**src/rtl/display_scan_driver_if.sv**
```systemverilog
// Digit-scan bundle between the BCD source/anode driver side and display_scan_driver.
// master: the side that supplies BCD values and consumes the scan outputs.
// slave:  display_scan_driver itself.
interface display_scan_driver_if;
    logic [15:0] bcd_in;
    logic        load;
    logic        load_ack;
    logic [1:0]  sel;
    logic [3:0]  digit;
    logic        blank;
    logic        frame;
    logic        bcd_err;

    modport master (
        output bcd_in, load,
        input  load_ack, sel, digit, blank, frame, bcd_err
    );

    modport slave (
        input  bcd_in, load,
        output load_ack, sel, digit, blank, frame, bcd_err
    );
endinterface

```
**src/rtl/display_scan_driver.sv**
```systemverilog
// display_scan_driver: 4-digit multiplex timing for a DD.DD BCD display.
// A prescaler divides clk into one tick per digit slot; a slot FSM walks sel 0..3.
// BCD values are staged in a pending register and copied into the shadow
// register only at the frame boundary, so a frame never mixes two values.
// Optional feature macro: LEADING_ZERO_BLANK_EN (blank a zero leftmost digit).
//
// state  | meaning
// SLOT_0 | leftmost digit (sel 0) is being driven
// SLOT_1 | sel 1, digit ahead of the decimal point
// SLOT_2 | sel 2
// SLOT_3 | sel 3, rightmost; a tick here closes the frame
module display_scan_driver #(
    parameter int REFRESH_DIV = 100000,
    parameter int CNT_W       = 17
) (
    input  logic                  clk,
    input  logic                  rst_n,
    display_scan_driver_if.slave  bus
);

    typedef enum logic [1:0] {
        SLOT_0 = 2'd0,
        SLOT_1 = 2'd1,
        SLOT_2 = 2'd2,
        SLOT_3 = 2'd3
    } slot_t;

    slot_t             slot_q, slot_d;
    logic [CNT_W-1:0]  presc_q;
    logic              tick;
    logic              boundary;

    logic [15:0]       pending_q;
    logic              pend_v_q;
    logic [15:0]       shadow_q, shadow_d;
    logic              shadow_upd;

    logic [3:0]        digit_q, digit_d;
    logic              blank_q, blank_d;
    logic              frame_q;
    logic              ack_q;
    logic              err_q;
    logic [3:0]        nib;

`ifdef LEADING_ZERO_BLANK_EN
    localparam logic BLANK_RST = 1'b1;
`else
    localparam logic BLANK_RST = 1'b0;
`endif

    function automatic logic [3:0] pick(input logic [15:0] v, input slot_t s);
        logic [3:0] r;
        case (s)
            SLOT_0:  r = v[15:12];
            SLOT_1:  r = v[11:8];
            SLOT_2:  r = v[7:4];
            default: r = v[3:0];
        endcase
        return r;
    endfunction

    function automatic logic has_bad(input logic [15:0] v);
        return (v[15:12] > 4'd9) || (v[11:8] > 4'd9) ||
               (v[7:4]   > 4'd9) || (v[3:0]  > 4'd9);
    endfunction

    assign tick = (presc_q == CNT_W'(REFRESH_DIV - 1));

    // Prescaler: free-running 0..REFRESH_DIV-1, independent of load activity.
    always_ff @(posedge clk or negedge rst_n) begin
        if (!rst_n) begin
            presc_q <= '0;
        end else if (tick) begin
            presc_q <= '0;
        end else begin
            presc_q <= presc_q + 1'b1;
        end
    end

    // Slot state register.
    always_ff @(posedge clk or negedge rst_n) begin
        if (!rst_n) begin
            slot_q <= SLOT_0;
        end else begin
            slot_q <= slot_d;
        end
    end

    // Slot next-state: advance on tick; leaving SLOT_3 marks the frame boundary.
    always_comb begin
        slot_d   = slot_q;
        boundary = 1'b0;
        case (slot_q)
            SLOT_0: if (tick) slot_d = SLOT_1;
            SLOT_1: if (tick) slot_d = SLOT_2;
            SLOT_2: if (tick) slot_d = SLOT_3;
            SLOT_3: begin
                if (tick) begin
                    slot_d   = SLOT_0;
                    boundary = 1'b1;
                end
            end
            default: slot_d = SLOT_0;
        endcase
    end

    // Shadow next value: a load landing on the boundary bypasses pending.
    always_comb begin
        shadow_d   = shadow_q;
        shadow_upd = 1'b0;
        if (boundary) begin
            if (bus.load) begin
                shadow_d   = bus.bcd_in;
                shadow_upd = 1'b1;
            end else if (pend_v_q) begin
                shadow_d   = pending_q;
                shadow_upd = 1'b1;
            end
        end
    end

    // Digit/blank for the slot being entered, looked up from the post-boundary shadow.
    always_comb begin
        nib     = pick(shadow_d, slot_d);
        digit_d = nib;
        blank_d = 1'b0;
        if (nib > 4'd9) begin
            digit_d = 4'hF;
            blank_d = 1'b1;
        end
`ifdef LEADING_ZERO_BLANK_EN
        else if ((slot_d == SLOT_0) && (nib == 4'd0)) begin
            blank_d = 1'b1;
        end
`endif
    end

    // Load path: stage into pending, or consumed directly at the boundary.
    always_ff @(posedge clk or negedge rst_n) begin
        if (!rst_n) begin
            pending_q <= '0;
            pend_v_q  <= 1'b0;
            ack_q     <= 1'b0;
        end else begin
            ack_q <= bus.load;
            if (boundary) begin
                pend_v_q <= 1'b0;
            end else if (bus.load) begin
                pending_q <= bus.bcd_in;
                pend_v_q  <= 1'b1;
            end
        end
    end

    // Shadow register and its sticky validity flag, both updated at the boundary.
    always_ff @(posedge clk or negedge rst_n) begin
        if (!rst_n) begin
            shadow_q <= '0;
            err_q    <= 1'b0;
        end else if (shadow_upd) begin
            shadow_q <= shadow_d;
            err_q    <= has_bad(shadow_d);
        end
    end

    // Registered scan outputs, changing on the same edge as sel.
    always_ff @(posedge clk or negedge rst_n) begin
        if (!rst_n) begin
            digit_q <= 4'd0;
            blank_q <= BLANK_RST;
            frame_q <= 1'b0;
        end else begin
            frame_q <= boundary;
            if (tick) begin
                digit_q <= digit_d;
                blank_q <= blank_d;
            end
        end
    end

    assign bus.sel      = slot_q;
    assign bus.digit    = digit_q;
    assign bus.blank    = blank_q;
    assign bus.frame    = frame_q;
    assign bus.load_ack = ack_q;
    assign bus.bcd_err  = err_q;

endmodule

```
**src/flat_wrapper.sv**
```systemverilog
// flat-port wrapper written by rule: the top's interface ports become plain ports
module display_scan_driver_flat 
#(
    parameter int REFRESH_DIV = 100000,
    parameter int CNT_W       = 17
)
  (clk, rst_n, bus_bcd_in, bus_load, bus_load_ack, bus_sel, bus_digit, bus_blank, bus_frame, bus_bcd_err);
  display_scan_driver_if bus_i ();
  input  logic clk;
  input  logic rst_n;
  input wire logic [$bits(bus_i.bcd_in)-1:0] bus_bcd_in;
  input wire logic [$bits(bus_i.load)-1:0] bus_load;
  output wire logic [$bits(bus_i.load_ack)-1:0] bus_load_ack;
  output wire logic [$bits(bus_i.sel)-1:0] bus_sel;
  output wire logic [$bits(bus_i.digit)-1:0] bus_digit;
  output wire logic [$bits(bus_i.blank)-1:0] bus_blank;
  output wire logic [$bits(bus_i.frame)-1:0] bus_frame;
  output wire logic [$bits(bus_i.bcd_err)-1:0] bus_bcd_err;
  assign bus_i.bcd_in = bus_bcd_in;
  assign bus_i.load = bus_load;
  assign bus_load_ack = bus_i.load_ack;
  assign bus_sel = bus_i.sel;
  assign bus_digit = bus_i.digit;
  assign bus_blank = bus_i.blank;
  assign bus_frame = bus_i.frame;
  assign bus_bcd_err = bus_i.bcd_err;
  display_scan_driver #(.REFRESH_DIV(REFRESH_DIV), .CNT_W(CNT_W)) u_core (.clk(clk), .rst_n(rst_n), .bus(bus_i));
endmodule
```
**config.mk**
```make
export PLATFORM = sky130hd
export DESIGN_NAME = display_scan_driver_flat
export DESIGN_NICKNAME = d
export VERILOG_FILES = /design/src/rtl/display_scan_driver_if.sv /design/src/rtl/display_scan_driver.sv /design/src/flat_wrapper.sv
export SDC_FILE = /design/constraint.sdc
export NUM_CORES = 1
export LEC_CHECK = 0
export CAP_MARGIN = 20
export CORE_MARGIN = 4
export CORE_UTILIZATION = 45
export CTS_CLUSTER_DIAMETER = 60
export DETAILED_ROUTE_END_ITERATION = 8
export GPL_TIMING_DRIVEN = 0
export PLACE_DENSITY_LB_ADDON = 0.15
export SYNTH_ARGS = -nofsm -noshare
export SYNTH_HDL_FRONTEND = slang
export SYNTH_SLANG_ARGS = --single-unit
```
**constraint.sdc**
```tcl
create_clock -name clk -period 7.35 [get_ports clk]
set_clock_uncertainty 0.2 [all_clocks]
set_input_delay 1.8375 -clock clk [delete_from_list [all_inputs] [get_ports clk]]
set_output_delay 1.8375 -clock clk [all_outputs]
set_load 0.01 [all_outputs]
```
After elaboration in Yosys (flattened, before gate mapping):

Index checks and enable logic that the tools add are counted.

* add/sub/neg operators: 1
* shift-type cells: 0
* bitwise gates (word level): 1
* muxes and demuxes: 19
* $mul: 0
* reductions and logical operators: 7
* $lt $le $gt $ge: 5
* eq/ne operators: 6
* div/mod/pow operators: 0

Operators with widths (count)
* 16-bit 2-to-1 mux: 3
* 4-bit > comparator (second input constant): 5
* 17-bit by 1-bit adder with 17-bit output (second input constant): 1
* 17-bit == test (second input constant): 1
* 17-bit 2-to-1 mux: 1
* 4-bit case mux with 3 select lines: 1
* 1-bit 2-to-1 mux: 8
* 2-bit 2-to-1 mux: 4
* 2-bit case mux with 4 select lines: 1
* 2-bit == test (second input constant): 3
* 2-bit by 1-bit == test with 1-bit output (second input constant): 2
* 2-bit logical NOT: 2
* 4-bit 2-to-1 mux: 1
* 1-bit logical OR: 3
* 2-bit AND reduction: 1
* 2-bit nonzero test: 1
* 1-bit NOT: 1

* bits in writable memories: 0
* register bits: 60
* bits in read-only memories: 0
* latch bits: 0
* bits of input ports: 19
* memories kept: 0

Depth between registers and ports, before layout:

* word-level depth: 8
* gate-level depth with buffers: 13
* mapped depth without buffers: 10

Worst setup path before layout:

No wires, ideal clock.

* path kind: input -> register
* start: in bus_load
* end: reg u_core.digit_q[0] (netlist: u_core.bus.digit[0])
* setup slack: 3394 ps
* stages on the path: 9
* setup time: 130 ps
* data arrival time: 3626 ps
* buffers on the path: 1
* cell sequence: clkbuf_1 nor2_1 nand2_1 o31ai_1 a221o_1 mux2_2 mux4_2 o211ai_2 nand3_1

* longest elaborated chain between the ends: 5

RTL lines
* from (decl): RTL line flat_wrapper.sv:12 `input wire logic [$bits(bus_i.load)-1:0] bus_load;`
* 16-bit 2-to-1 mux (*): RTL line display_scan_driver.sv:112 `if (bus.load) begin`
* 16-bit 2-to-1 mux (*): RTL line display_scan_driver.sv:111 `if (boundary) begin`
* 4-bit case mux with 3 select lines (*): RTL line display_scan_driver.sv:53 `case (s)`
* 4-bit > comparator: RTL line display_scan_driver.sv:127 `if (nib > 4'd9) begin`
* 4-bit 2-to-1 mux (*): RTL line display_scan_driver.sv:127
* to (signal assigned): RTL line display_scan_driver.sv:175 `digit_q <= digit_d;`
* to (decl): RTL line display_scan_driver.sv:38 `logic [3:0] digit_q, digit_d;`

Mark *: on every way between the ends. The rest lies on a longest branch, timed or not.
A chain may end at the register's enable or synchronous reset.

Final worst setup path:

Ends and elaborated chain as after synthesis.

==> results.cfg <==
[clock_network]
path_clk_slew_ps = 60
postCtsHoldBufs = 0
cts_buffer_depth = 2
cts_max_level = 3
cts_resized = 0
cts_tree = built
numCtsBuffers = 9
post-cts-setup-buffers = 0
insertion_delay_ps = 340
cts_sinks = 60
cts-root-buf = clkbuf_8

[timing]
drv_slew = 0
finalWorstSetupSlack_ps = 2702
setup_viol = 0
worst_pin_slew_ps = 690.8
hold_ws_ps = 272.1
tns_ps = 0
slew-limit-headroom_pct = 53.95
rsz0062_at_grt = false
fin_crit_ps = 4648
hold_violations = 0
fmax_ghz = 0.2151
period_share_pct = 63.24

[cells_and_area]
antenna_cells = 0
drive_gt1_share_pct = 11.52
layout.area.seq_mm2 = 0.001501
syn_to_final_growth_pct = 19.09
layout.nets = 347
multiInputGateArea_mm2 = 0.001381
final_cells = 407
fillers = 564

[power]
seqPwrFrac_pct = 53.0
power_density_mw_per_mm2 = 184.8
leakage_nw = 1.467
power_switching_uw = 147.0
total_power_uw = 653.5
power.internal_uw = 506.4
irDropWorstVdd_mv = 0.1042
p_sw_share_pct = 22.50
pwr-share-clk_pct = 40.8
p_comb_share_pct = 6.2

[synthesis]
synth-simple-area-share_pct = 19.38
ys.warnings.count = 0
muxShareOfSynthArea_pct = 8.344
async_reset_ff_share_pct = 100.0
synthAdderAreaFrac_pct = 0.4214
ys.flop_type = dfrtp_1
synth_nets = 307
netlist_area_mm2 = 0.002969
synth_compound_area_share_pct = 13.65
synth_top_family_by_area = simple AND/OR/NAND/NOR gates
yosysUniqueCellTypes = 46
synth_xor_area_share_pct = 4.720
yosysSeqAreaShare_pct = 50.57
avgSynthCellArea_um2 = 10.35
synth_edf_count = 0
syn_inst = 287
ys_ff_latch = 60

[placed_design]
port_buffers = 28
pre_cts_slack_ps = 2387
place_congestion = 0.8685
dp.cells = 393
dp_hpwl_mm = 4.932

[route]
routedWlPerCell_um = 17.34
first_iter_violations = 126
drt-pass1-iter-count = 4
drc_errors = 0
dr_total_vias = 2353
vias_per_cell = 5.781
antenna_left = 0
routed_wl_mm = 7.057

[worst_setup_path]
startpoint = bus_load
crit_end = u_core.bus.digit[0]$_DFFE_PN0N_
r2r_cells = 10
crit_slowest_cell = clkdlybuf4s50_1
crit_chain = clkdlybuf4s50_1 > clkbuf_1 > nor2_1 > nand2_1 > o31ai_1 > a221o_1 > mux2_2 > mux4_2 > o211ai_2 > nand3_1
reg2reg_to = u_core.pending_q[12]$_DFFE_PN0P_
cp_max_fo = 10
endpoint_kind = flip-flop
cp.required_ps = 7360
critPathMaxStageDelay_ps = 520
rr_startpoint = u_core.presc_q[0]$_DFF_PN0_
regToRegSetupSlack_ps = 4010
startpoint_type = primary input
cp.arrival_ps = 4660
crit_type = primary input to flip-flop

[status]
outcome = finished clean

[grt]
antenna_found_initial = 0
grt_usage_pct = 19.90
grt-ovfl-total = 0
grt_pass1_vias = 2398
grt_pass1_wl_mm = 11.97
grt_start_max_net_pins = 39

[min_path]
holdCritPathClass = flip-flop to flip-flop

[job]
cap_violations = 0

[floorplan]
start_util_pct = 46.49
die_x_um = 89.23
die_h_um = 89.23
die-area_mm2 = 0.007962
std_cell_rows = 29
core_mm2 = 0.006386
ios = 29
-- cells in the mapped netlist, drive strengths merged (2+ instances only) --
| cell type | instances | area share (%) |
|---|---|---|
| o221a | 3 | 1.1 |
| mux2 | 18 | 6.8 |
| nor2b | 4 | 0.84 |
| o21ai | 10 | 1.7 |
| and4 | 4 | 1.2 |
| and3 | 2 | 0.42 |
| nor3b | 3 | 0.76 |
| o22ai | 11 | 2.3 |
| nand2b | 5 | 1.1 |
| and2 | 3 | 0.63 |
| o211ai | 2 | 0.67 |
| nor4b | 3 | 1.1 |
| nor2 | 28 | 3.5 |
| a21oi | 14 | 2.4 |
| a221o | 3 | 1.0 |
| clkbuf | 11 | 1.4 |
| buf | 5 | 1.0 |
| xnor2 | 9 | 2.7 |
| nor3 | 8 | 1.3 |
| a31oi | 5 | 1.1 |
| dfrtp | 60 | 51 |
| nand2 | 27 | 3.6 |
| xor2 | 7 | 2.1 |
| nand3 | 12 | 2.0 |
| o31ai | 5 | 1.3 |
| mux4 | 2 | 1.5 |
| inv | 4 | 0.51 |
| nand4 | 5 | 1.1 |
| or3 | 2 | 0.42 |
| and4bb | 2 | 0.84 |
-- through the flow --
| stage | utilization (%) | area [um^2] |
|---|---|---|
| after global placement | 52.39 | 3346 |
| after floorplan | - | 2969 |
| final | 55.37 | 3536 |
| after detailed placement | 52.63 | 3361 |
| after global routing | 55.37 | 3536 |
| after CTS | 55.37 | 3536 |
-- placed cells by master, fill, tap and decap left out, types with 5 or more instances in the layout --
master	n
a21oi_1	14
xnor2_1	9
nor2_1	28
clkdlybuf4s50_1	27
mux2_1	11
nand2b_1	5
o22ai_1	11
nor3_1	8
clkbuf_8	12
nand4_1	5
clkbuf_1	11
nand2_1	25
xor2_1	7
dfrtp_1	60
o31ai_1	5
nand3_1	12
mux2_2	7
o21ai_0	8
a31oi_1	5
-- worst min-delay path by stage --
stage                                               start                               to  slack, ps  cells after the start
after detailed placement     u_core.bus.blank$_DFFE_PN0N_     u_core.bus.blank$_DFFE_PN0N_        260                      2
after global routing      u_core.pending_q[4]$_DFFE_PN0P_  u_core.pending_q[4]$_DFFE_PN0P_        310                      1
after CTS                    u_core.bus.blank$_DFFE_PN0N_     u_core.bus.blank$_DFFE_PN0N_        280                      2
after global placement       u_core.bus.blank$_DFFE_PN0N_     u_core.bus.blank$_DFFE_PN0N_        260                      2
after floorplan              u_core.presc_q[13]$_DFF_PN0_     u_core.presc_q[13]$_DFF_PN0_        250                      1
final                        u_core.bus.blank$_DFFE_PN0N_     u_core.bus.blank$_DFFE_PN0N_        270                      2
-- per-layer routing --
metal | GRT usage [%] | part of all wire [%] | vias to the layer above
met5 | 0 | 0 | -
met4 | 8.660 | 2.4 | 0
met3 | 4.147 | 6.0 | 13
met2 | 30.88 | 45 | 73
met1 | 27.02 | 46 | 1136
li1 | - | - | 1131
-- worst max-delay path, delay by kind of cell --
family / cells / cell delay [ps]
AOI/OAI and AO/OA: 3 / 610
buffers and inverters: 2 / 960
muxes: 2 / 800
and+or+nand+nor: 3 / 430
-- sequential cells by signal, summed over array words and instances, names as in the netlist --
register,cells
u_core.pend_v_q,1
u_core.bus.frame,1
u_core.bus.digit,4
u_core.bus.load_ack,1
u_core.bus.bcd_err,1
u_core.shadow_q,16
u_core.bus.blank,1
u_core.pending_q,16
u_core.bus.sel,2
u_core.presc_q,17
-- cell families after synthesis --
group                      Yosys count
and+or+nand+nor                    110
xor gates and xnor gates            16
adders and majority gates            1
DFF                                 60
AOI/OAI and AO/OA                   60
buffers and inverters               20
muxes                               20
-- power groups by stage --
stage               Sequential (mW)  Clock (mW)  Combinational [mW]
floorplan                     0.351           0              0.0166
global placement              0.352           0              0.0399
detailed placement            0.352           0              0.0415
CTS                           0.346       0.272              0.0417
global route                  0.347       0.287              0.0457
finish                        0.346       0.267              0.0407
-- layout make-up --
type / instances / share of cell area [%]
clock buffer: 12 / 4.671
multi-input combinational: 207 / 39.07
buffer: 16 / 2.017
clock inverter: 2 / 0.2831
tap: 77 / 2.725
sequential: 60 / 42.46
timing repair buffer: 29 / 8.351
inverter: 4 / 0.4246
No activity file was read; power rests on OpenSTA's default activity.
